$ cat src/rtl/seq_shift_add_mul.sv
// seq_shift_add_mul: 8x8 unsigned shift-add multiplier over ripplemod; SEQ_MUL_ZERO_SKIP_EN short-cuts zero operands
module ripplemod (
  input  logic [7:0] a,
  input  logic [7:0] b,
  input  logic       cin,
  output logic [7:0] sum,
  output logic       cout
);
  logic [8:0] w_c;
  assign w_c[0] = cin;
  for (genvar i = 0; i < 8; i++) begin : g_fa
    assign sum[i]   = a[i] ^ b[i] ^ w_c[i];
    assign w_c[i+1] = (a[i] & b[i]) | (w_c[i] & (a[i] ^ b[i]));
  end
  assign cout = w_c[8];
endmodule

module seq_shift_add_mul #(
  parameter int WIDTH = 8
) (
  input  logic               clk,
  input  logic               rst_n,
  input  logic               in_valid,
  output logic               in_ready,
  input  logic [WIDTH-1:0]   a,
  input  logic [WIDTH-1:0]   b,
  output logic               out_valid,
  input  logic               out_ready,
  output logic [2*WIDTH-1:0] product,
  output logic               zero,
  output logic               ovf8,
  output logic               busy
);
  if (WIDTH != 8) begin : g_bad_width
    $error("seq_shift_add_mul: WIDTH must be 8");
  end
  typedef enum logic [1:0] {IDLE, RUN, DONE} state_t;
  state_t      r_state, w_state_n;
  logic [15:0] r_p, w_p_next;
  logic [7:0]  r_mcand, w_sum;
  logic [2:0]  r_cnt;
  logic        r_zero, r_ovf8, w_cout, w_accept, w_skip;
  ripplemod u_add (
    .a    (r_p[15:8]),
    .b    (r_p[0] ? r_mcand : 8'h00),
    .cin  (1'b0),
    .sum  (w_sum),
    .cout (w_cout)
  );
  assign w_p_next = {w_cout, w_sum, r_p[7:1]};
  assign w_accept = in_valid & in_ready;
`ifdef SEQ_MUL_ZERO_SKIP_EN
  assign w_skip = (a == 8'h00) || (b == 8'h00);
`else
  assign w_skip = 1'b0;
`endif
  always_comb begin
    w_state_n = r_state;
    if (r_state == IDLE && in_valid) w_state_n = w_skip ? DONE : RUN;
    else if (r_state == RUN && r_cnt == 3'd7) w_state_n = DONE;
    else if (r_state == DONE && out_ready) w_state_n = IDLE;
  end
  always_ff @(posedge clk or negedge rst_n) begin
    if (!rst_n) r_state <= IDLE;
    else r_state <= w_state_n;
  end
  // zero/ovf8 are captured from the final step so they stay valid through DONE and after
  always_ff @(posedge clk or negedge rst_n) begin
    if (!rst_n) begin
      r_p     <= '0;
      r_mcand <= '0;
      r_cnt   <= '0;
      r_zero  <= 1'b0;
      r_ovf8  <= 1'b0;
    end else if (w_accept) begin
      r_p     <= w_skip ? 16'h0000 : {8'h00, b};
      r_mcand <= a;
      r_cnt   <= '0;
      if (w_skip) begin
        r_zero <= 1'b1;
        r_ovf8 <= 1'b0;
      end
    end else if (r_state == RUN) begin
      r_p   <= w_p_next;
      r_cnt <= r_cnt + 3'd1;
      if (r_cnt == 3'd7) begin
        r_zero <= (w_p_next == 16'h0000);
        r_ovf8 <= |w_p_next[15:8];
      end
    end
  end
  assign in_ready  = (r_state == IDLE);
  assign out_valid = (r_state == DONE);
  assign busy      = (r_state != IDLE);
  assign product   = r_p;
  assign zero      = r_zero;
  assign ovf8      = r_ovf8;
endmodule
$ cat config.mk
export PLATFORM = sky130hd
export DESIGN_NAME = seq_shift_add_mul
export DESIGN_NICKNAME = d
export VERILOG_FILES = /design/src/rtl/seq_shift_add_mul.sv
export SDC_FILE = /design/constraint.sdc
export NUM_CORES = 1
export LEC_CHECK = 0
export BUFFER_PORTS_ARGS = -buffer_cell sky130_fd_sc_hd__buf_2
export CORE_MARGIN = 8
export CORE_UTILIZATION = 23
export CTS_CLUSTER_SIZE = 30
export DETAILED_ROUTE_END_ITERATION = 16
export GPL_TIMING_DRIVEN = 0
export PLACE_DENSITY_LB_ADDON = 0.1
export SYNTH_ARGS = -nofsm -noshare
export SYNTH_HDL_FRONTEND = slang
export SYNTH_SLANG_ARGS = --single-unit
$ cat constraint.sdc
create_clock -name clk -period 4.2 [get_ports clk]
set_input_delay 0.21 -clock clk [delete_from_list [all_inputs] [get_ports clk]]
set_output_delay 0.21 -clock clk [all_outputs]
set_load 0.01 [all_outputs]
==> results of run 1 <==
-- per-layer routing --
layer / track usage [%] / part of all wire, %
met5: 0 / 0
met3: 3.13 / 6.0
met1: 10.4 / 45
met4: 3.42 / 1.6
met2: 13.2 / 47
-- state kept, by name (all words and copies together) (netlist names) --
register / flops
zero: 1
ovf8: 1
r_cnt: 3
r_state: 2
r_mcand: 8
product: 16
-- stage by stage --
stage | hold WS (ns) | worst slack [ns] | TNS, ns | area [um^2] | util (%)
floorplan | -0.0856 | 0.0713 | 0 | 1550 | -
global placement | 0.315 | -0.216 | -0.305 | 1850 | 27.8
CTS | 0.0191 | 0.00262 | 0 | 1960 | 29.3
finish | -0.0144 | 0.170 | 0 | 2000 | 30.0
detailed placement | 0.326 | -0.256 | -0.372 | 1850 | 27.8
global route | 0.0452 | 0.0275 | 0 | 2000 | 30.0
-- timing repair --
| item | in CTS | in global routing |
|---|---|---|
| pin swaps | 1 | 2 |
| resized for setup | 5 | 5 |
| setup buffers | 0 | 4 |
| cloned | 0 | 0 |
| endpoints found under the setup margin | 2 | 2 |
-- cells in the final DEF (no fill, tap or decap), drive strengths merged, types with 2 or more instances in the layout --
cell type,Yosys,layout
inv,10,10
nand2,39,39
a22oi,8,8
dfrtp,31,31
fa,7,7
a21oi,2,2
mux2,8,8
clkbuf,2,7
buf,6,51
o21ai,4,4
o22ai,8,8
nor4,2,2
nand4,2,2
ha,3,3
-- logic make-up (layout without fill, tap and decap cells) --
kind of cell | Yosys count | after routing | synth area share [%]
and+or+nand+nor | 51 | 51 | 14.7
DFF | 31 | 31 | 50.0
AOI/OAI and AO/OA | 25 | 25 | 10.6
buffers and inverters | 18 | 69 | 7.33
adders and majority gates | 10 | 10 | 11.4
muxes | 8 | 8 | 6.04
-- area by class of cell --
cell class | count | area, um^2 | share of cell area (%)
Tap cell | 80 | 100 | 4.99
Buffer | 8 | 87.6 | 4.37
Clock buffer | 6 | 82.6 | 4.12
Inverter | 10 | 37.5 | 1.87
Multi-Input combinational cell | 94 | 686 | 34.2
Clock inverter | 1 | 5.00 | 0.250
Timing Repair Buffer | 44 | 230 | 11.5
Sequential cell | 31 | 776 | 38.7
-- power groups by stage --
stage / combinational (uW) / sequential [uW] / clock (uW)
3_5_place_dp: 747 / 537 / 0
2_1_floorplan: 486 / 550 / 0
5_1_grt: 899 / 551 / 266
4_1_cts: 761 / 533 / 252
6_report: 782 / 533 / 241
3_3_place_gp: 738 / 536 / 0
-- critical path, delay by kind of cell (launching register included) --
family | cells | cell delay (ns)
buffers and inverters | 2 | 0.16
adder cells (fa/ha/maj) | 8 | 2.78
AO/OA/AOI/OAI | 1 | 0.34
AND/OR/NAND/NOR | 2 | 0.28
flip-flops | 1 | 0.38
-- how the worst max path moves through the flow --
stage / startpoint / to / slack [ns] / depth (start not counted)
after global placement: product[0]$_DFFE_PN0P_ / zero$_DFFE_PN0P_ / -0.22 / 13
after global routing: product[0]$_DFFE_PN0P_ / zero$_DFFE_PN0P_ / 0.03 / 13
after detailed placement: product[0]$_DFFE_PN0P_ / zero$_DFFE_PN0P_ / -0.26 / 13
after CTS: product[0]$_DFFE_PN0P_ / zero$_DFFE_PN0P_ / 0.003 / 13
final: product[0]$_DFFE_PN0P_ / zero$_DFFE_PN0P_ / 0.17 / 13
after floorplan: product[0]$_DFFE_PN0P_ / zero$_DFFE_PN0P_ / 0.07 / 13
==> summary.txt, run 1 <==
Route
  – Pre-Repair DR Iteration Count: 4
  – Vias/cell: 4.45
  – Drt wl/cell: 14.5 um
  – DRC viols: 0
  – Total number of vias: 1219
  – Final ANT Viol Nets: 0
  – Initial DRC Count: 62
  – Routed wire length: 3970 um

Floorplanning
  – Rows: 30
  – Core area: 6680 um^2
  – Die width: 98.2 um
  – Die height: 98.2 um
  – Die ar.: 9640 um^2
  – IO Pins: 41
  – Starting density of the core: 23.2%

Final layout
  – Layout cells sized above 1: 38.7%
  – Nets: 224
  – Antenna diode count: 0
  – Area delta synth->final: 29.1%
  – Final Non-Filler Cells: 274
  – Fill cells: 707

Worst setup path
  – Slowest cell delay on critical path: 0.54 ns
  – Cell Chain, Critical Path: buf_8 -> and2_1 -> ha_1 -> inv_1 -> fa_2 -> fa_2 -> fa_2 -> fa_2 -> fa_2 -> fa_2 -> fa_1 -> nand4_1 -> o41ai_2
  – Startpoint types: flip-flop
  – Worst EP arrival: 4.21 ns
  – Most common cell on crit path: fa_2
  – CP max-delay cell: fa_1
  – Crit path kind: flip-flop to flip-flop
  – R2R depth: 13
  – FF-to-FF setup slack: 0.17 ns
  – Element type at the critical path end: flip-flop
  – Required time of the critical path: 4.38 ns
  – Crit-path max FO: 3
  – R2R Path End: zero$_DFFE_PN0P_
  – Reg-to-Reg Start: product[0]$_DFFE_PN0P_

Clocking
  – CTS tree: done
  – Post-CTS Hold Fix Bufs: 0
  – Htree depth: 2
  – Clk Latency, worst-skew pair: 0.28 ns
  – CTS Buf Count: 5
  – Worst-path clk slew: 0.07 ns
  – Clock Path Buffers: 2
  – Clock Tree Root: clkbuf_8
  – Sinks on Clock Net: 31

Timing
  – Hold slack: -0.0144 ns
  – Final Cycle Share: 96.0%
  – Worst slew margin: 50.3%
  – RSZ-0062 raised after global routing: no
  – F_max: 248 MHz
  – Setup-failing EPs final: 0
  – Period minus WS final: 4.03 ns
  – Final Skew: 0.00600 ns
  – Slew Viols, Final: 0
  – Slew @ Worst Pin: 0.744 ns
  – Final Hold Fails: 27

Power
  – Switching power: 629 uW
  – Clock share of power: 15.5%
  – Leakage Power: 0.000956 uW
  – Power, Total: 1550 uW
  – Sequential share of power: 34.3%
  – Int Pwr: 926 uW
  – Power per cell area: 776 nW/um^2
  – Combinational power share: 50.3%
  – Switching Fraction: 40.5%
  – Peak VDD IR: 0.191 mV

Logic synthesis
  – Syn. warnings: 0
  – Distinct cells, synth: 28
  – Post-Synthesis Net Count: 173
  – Largest cells by area after synthesis: dfrtp_1 (50%), nand2_1 (9.4%), fa_1 (9.0%)
  – Count leader, synth: nand2_1
  – Avg Cell Area, Syn: 10.9 um^2
  – Top cell type by total area after synthesis: dfrtp_1
  – Most instantiated cells after synthesis: nand2_1 (39), dfrtp_1 (31), inv_1 (10)
  – Synthesis-stage register bit count: 31
  – Async set-or-reset flop fraction in the synthesized netlist: 100%
  – Post-Syn Area: 1550 um^2
  – EDFF count, synth: 0
  – Mapped Cells: 143
  – Sequential-to-total area share from yosys stat: 50.0%
  – Synth top area share: 50.0%
  – Main flop type after synthesis: dfrtp_1

Global route
  – Gr ovfl total: 0
  – Largest net degree at the start of global routing: 32
  – Tot GR Track Use: 8.48%
  – Initial antenna violation count: 0
  – Vias in the first global route: 1252
  – First-pass GRT wire length: 6440 um

Placement
  – Hpwl dp: 2880 um
  – Placed insts: 263
  – IO buf count: 40
  – Final Wtd Congestion: 0.730

Status
  – Failing checks: hold timing
  – Outcome: complete, but fails checks

Run
  – # Max-Cap Violations: 0

Min path
  – Hold crit path type: primary input to asynchronous set/reset pin
No activity file was read; power rests on OpenSTA's default activity.
==> run 2, diff against run 1 <==
Settings changed: PLACE_DENSITY_LB_ADDON 0.1 to unset.
==> run 2 against run 1 <==
  * The flow now finishes without violations
  * Core utilization increased by 0.15 points
  * Combinational power decreased by 3.5%
  * Die area unchanged
  * Non-clock buffer count decreased by 3
  * Critical path type unchanged
==> summary.txt, run 2 (synthesis gave the netlist of run 1 again) <==
Status
  – Outcome: finished clean

Worst setup path
  – Cell Chain, Critical Path: buf_8 -> and2_1 -> ha_1 -> inv_1 -> fa_2 -> fa_2 -> fa_2 -> fa_2 -> fa_2 -> fa_2 -> fa_1 -> nand4_1 -> o41ai_2
  – Crit path kind: flip-flop to flip-flop
  – FF-to-FF setup slack: 0.18 ns
  – Most common cell on crit path: fa_2
  – Element type at the critical path end: flip-flop
  – Worst EP arrival: 4.21 ns
  – Crit-path max FO: 9
  – Reg-to-Reg Start: product[0]$_DFFE_PN0P_
  – Slowest cell delay on critical path: 0.51 ns
  – R2R Path End: zero$_DFFE_PN0P_
  – Required time of the critical path: 4.39 ns
  – Startpoint types: flip-flop
  – R2R depth: 13
  – CP max-delay cell: fa_1
  – Worst setup path startpoint: product[0]$_DFFE_PN0P_

Floorplanning
  – Core area: 6680 um^2
  – Die ar.: 9640 um^2
  – IO Pins: 41
  – Die height: 98.2 um
  – Starting density of the core: 23.2%
  – Die width: 98.2 um
  – Rows: 30

Clocking
  – CTS Buf Count: 5
  – Worst-path clk slew: 0.07 ns
  – Clock Tree Root: clkbuf_8
  – Setup Buffers After CTS: 0
  – Htree depth: 2
  – CTS tree: done
  – Clock Path Buffers: 2
  – Sinks on Clock Net: 31
  – Clk Latency, worst-skew pair: 0.29 ns

Power
  – Power per cell area: 792 nW/um^2
  – Leakage Power: 0.000954 uW
  – Sequential share of power: 33.5%
  – Combinational power share: 47.3%
  – Clock share of power: 19.2%
  – Int Pwr: 973 uW
  – Switching Fraction: 39.1%
  – Peak VDD IR: 0.381 mV
  – Switching power: 624 uW

Placement
  – Hpwl dp: 2830 um
  – IO buf count: 40
  – Place WS: -0.185 ns
  – Final Wtd Congestion: 0.799
  – Placed Area: 1850 um^2

Global route
  – Gr ovfl total: 0
  – Largest net degree at the start of global routing: 32
  – Vias in the first global route: 1291
  – Tot GR Track Use: 8.06%
  – First-pass GRT wire length: 6150 um
  – Initial antenna violation count: 0

Route
  – Drt wl/cell: 13.7 um
  – DRC viols: 0
  – Total number of vias: 1181
  – Final ANT Viol Nets: 0
  – Initial DRC Count: 57
  – Routed wire length: 3720 um
  – Pre-Repair DR Iteration Count: 4
  – Vias/cell: 4.34

Timing
  – Setup-failing EPs final: 0
  – Slew @ Worst Pin: 0.712 ns
  – Final Hold Fails: 0
  – RSZ-0062 raised after global routing: no
  – Final Cycle Share: 95.6%
  – Worst slew margin: 52.5%
  – Final setup margin: 0.183 ns
  – Slew Viols, Final: 0
  – Final Skew: 0.00642 ns
  – F_max: 249 MHz
  – Setup TNS: 0 ns
  – Period minus WS final: 4.02 ns

Final layout
  – Design area: 2010 um^2
  – Layout cells sized above 1: 37.5%
  – Max reg flops: 16
  – Antenna diode count: 0
  – Most frequent cells in the layout: buf_2 (40), nand2_1 (39), dfrtp_1 (31), inv_1 (10)
  – Fill cells: 692
  – Final core utilization: 30.1%
  – Nets: 221
  – Area delta synth->final: 29.7%
  – Most common cell after layout, fill and taps aside: buf_2

Min path
  – Hold crit path type: primary input to flip-flop
  – HP Start: out_ready
  – Hold endpoint: r_state[1]$_DFFE_PN0P_
  – Hold Crit Depth: 2

Run
  – # Max-Cap Violations: 0
run 2: area by class of cell:
cell class / count / area (um^2) / share of cell area [%]
Inverter: 10 / 37.5 / 1.86
Clock buffer: 6 / 82.6 / 4.10
Buffer: 8 / 87.6 / 4.35
Multi-Input combinational cell: 94 / 686 / 34.0
Clock inverter: 2 / 35.0 / 1.74
Timing Repair Buffer: 41 / 210 / 10.4
Sequential cell: 31 / 776 / 38.5
Tap cell: 80 / 100 / 4.97
run 2: worst max-delay path, delay by kind of cell (launching register included):
kind | cells | cell delay [ns]
AOI/OAI and AO/OA | 1 | 0.34
and+or+nand+nor | 2 | 0.28
adders and majority gates | 8 | 2.74
DFF | 1 | 0.38
buffers and inverters | 2 | 0.18
run 2: worst max path at each step:
stage                            end  depth (start not counted)
floorplan           zero$_DFFE_PN0P_                         13
global placement    zero$_DFFE_PN0P_                         13
detailed placement  zero$_DFFE_PN0P_                         13
CTS                 zero$_DFFE_PN0P_                         13
global route        zero$_DFFE_PN0P_                         13
finish              zero$_DFFE_PN0P_                         13
run 2: metal layers:
layer / up-vias / wire (um) / track usage, %
met3: 7 / 117 / 1.92
met4: 0 / 73 / 4.60
li1: 580 / - / -
met1: 558 / 1740 / 9.98
met2: 36 / 1790 / 12.5
met5: - / 0 / 0
run 2: repair_timing:
| item | CTS | global route |
|---|---|---|
| endpoints found under the hold margin | 31 | 0 |
| pin swaps | 1 | 1 |
| hold buffers | 1 | 0 |
| cloned | 0 | 0 |
| resized for setup | 5 | 5 |
| setup endpoints to repair | 2 | 2 |
run 2: power by group through the flow:
stage | Clock (uW) | Combinational [uW] | Sequential, uW
global route | 322 | 850 | 554
global placement | 0 | 720 | 534
CTS | 314 | 753 | 534
detailed placement | 0 | 736 | 539
finish | 307 | 755 | 534
floorplan | 0 | 486 | 550
run 2: stage by stage:
stage	hold WS (ns)	power, uW	std cells
floorplan	-0.0856	1040	143
global placement	0.297	1250	263
detailed placement	0.299	1270	263
CTS	0.0800	1600	272
global route	0.107	1730	272
finish	0.0877	1600	272
==> run 3, diff against run 2 <==
Settings changed: PLACE_DENSITY_LB_ADDON set to 0.25.
==> run 3 against run 2 <==
  * The run now ends with hold timing left
  * Via count decreased by 1.1%
  * Register-to-register slack better by 0.06 ns
  * First-iteration DRC count decreased by 16%
  * Combinational power shrank 0.7%
  * Total power is 3.5% lower
  * Cell area fell by 1.2%
  * Hold slack worse by 0.12 ns
  * Global-route usage up 0.80 points
==> summary.txt, run 3 (synthesis gave the netlist of run 1 again) <==
Worst setup path
  – Startpoint types: flip-flop
  – Crit-path max FO: 9
  – Worst EP arrival: 4.11 ns
  – Crit path kind: flip-flop to flip-flop
  – Required time of the critical path: 4.35 ns
  – Element type at the critical path end: flip-flop

Placement
  – Final Wtd Congestion: 0.784
  – Hpwl dp: 2880 um
  – Placed Area: 1850 um^2
  – IO buf count: 40
  – Placed insts: 263

Route
  – DRC viols: 0
  – Vias/cell: 4.29
  – Final ANT Viol Nets: 0
  – Routed wire length: 3780 um
  – Drt wl/cell: 13.9 um
  – Initial DRC Count: 48
  – Total number of vias: 1168
  – Pre-Repair DR Iteration Count: 4

Global route
  – Grt met2 use: 13.6%
  – Met3 usage: 2.99%
  – GR peak layer: met2
  – First-pass GRT wire length: 6860 um
  – Initial antenna violation count: 0
  – Vias in the first global route: 1343
  – Met1 Usage GRT: 11.0%
  – Tot GR Track Use: 8.87%
  – Largest net degree at the start of global routing: 32
  – Gr ovfl total: 0

Final layout
  – Area delta synth->final: 28.2%
  – Most frequent cells in the layout: buf_2 (40), nand2_1 (39), dfrtp_1 (31), inv_1 (10)
  – Layout cells sized above 1: 37.0%
  – Antenna diode count: 0
  – Final Non-Filler Cells: 272
  – Max reg flops: 16
  – Final core utilization: 29.8%
  – Most common cell after layout, fill and taps aside: buf_2
  – Fill cells: 710
  – Nets: 221
  – Design area: 1990 um^2

Power
  – Combinational power share: 48.7%
  – Switching Fraction: 39.6%
  – Peak VDD IR: 0.217 mV
  – Power per cell area: 774 nW/um^2
  – Leakage Power: 0.000944 uW
  – Switching power: 610 uW
  – Sequential share of power: 34.5%
  – Int Pwr: 931 uW
  – Power, Total: 1540 uW
  – Clock share of power: 16.8%

Floorplanning
  – Core area: 6680 um^2
  – Rows: 30
  – IO Pins: 41
  – Die width: 98.2 um
  – Die ar.: 9640 um^2
  – Starting density of the core: 23.2%
  – Die height: 98.2 um

Min path
  – Hold crit path type: primary input to asynchronous set/reset pin

Clocking
  – Clk Latency, worst-skew pair: 0.28 ns
  – Clock Tree Root: clkbuf_8
  – CTS tree: done
  – Clock Path Buffers: 2
  – Post-CTS Hold Fix Bufs: 0
  – Sinks on Clock Net: 31
  – Htree depth: 2
  – CTS Buf Count: 5
  – Worst-path clk slew: 0.07 ns

Status
  – Failing checks: hold timing
  – Outcome: complete, but fails checks

Timing
  – RSZ-0062 raised after global routing: no
  – F_max: 253 MHz
  – Worst slew margin: 51.7%
  – Slew @ Worst Pin: 0.723 ns
  – Final Hold Fails: 31
  – Hold slack: -0.0322 ns
  – Slew Viols, Final: 0
  – Final Skew: 0.00842 ns
  – Final Cycle Share: 94.2%
  – Setup-failing EPs final: 0
  – Period minus WS final: 3.96 ns

Run
  – # Max-Cap Violations: 0
run 3: power by group through the flow:
stage          logic [uW]  clock network (uW)  registers, uW
5_1_grt               869                 281            556
6_report              750                 259            532
2_1_floorplan         486                   0            550
3_3_place_gp          735                   0            537
4_1_cts               764                 270            535
3_5_place_dp          744                   0            540
run 3: path summary, 6_finish.rpt:
check | from | to | slack [ns] | cells past startpoint
max | product[0]$_DFFE_PN0P_ | ovf8$_DFFE_PN0P_ | 0.24 | 14
min | rst_n | product[13]$_DFFE_PN0P_ | -0.03 | 1
max reg2reg | product[0]$_DFFE_PN0P_ | ovf8$_DFFE_PN0P_ | 0.24 | 14
min reg2reg | zero$_DFFE_PN0P_ | zero$_DFFE_PN0P_ | 0.48 | 2
max in group asynchronous | rst_n | r_cnt[0]$_DFFE_PN0P_ | 3.77 | 1
min in group clk | out_ready | r_state[1]$_DFFE_PN0P_ | 0.10 | 2
run 3: stage by stage:
step / setup WS [ns] / TNS (ns)
global placement: -0.109 / -0.109
detailed placement: -0.138 / -0.138
floorplan: 0.0713 / 0
finish: 0.243 / 0
CTS: 0.0202 / 0
global route: 0.00937 / 0
run 3: what timing repair did:
item                       in CTS  in global routing
setup endpoints to repair       2                  2
setup buffers                   1                  0
resized for setup               5                  3
pin swaps                       2                  3
hold endpoints to repair        0                  0
run 3: worst max-delay path, cell delays in order (launching register included):
cell	delay, ns
dfrtp_1	0.35
clkbuf_8	0.15
and2_1	0.12
ha_1	0.14
inv_1	0.05
fa_2	0.35
fa_2	0.35
fa_1	0.38
fa_2	0.36
fa_2	0.35
fa_2	0.34
fa_1	0.51
nand4_1	0.15
nor2_1	0.13
o21ai_0	0.09
run 3: area by class of cell:
type | instances | area (um^2) | area share, %
buffer | 8 | 86.3 | 4.34
sequential | 31 | 776 | 39.0
multi-input combinational | 94 | 683 | 34.3
tap | 80 | 100 | 5.03
timing repair buffer | 41 | 208 | 10.4
inverter | 10 | 37.5 | 1.89
clock buffer | 8 | 100 | 5.03
run 3: metal layers:
metal  part of all wire (%)  up-vias
li1                       -      573
met1                     48      556
met2                     46       33
met3                    5.2        6
met4                    1.6        0
met5                      0        -
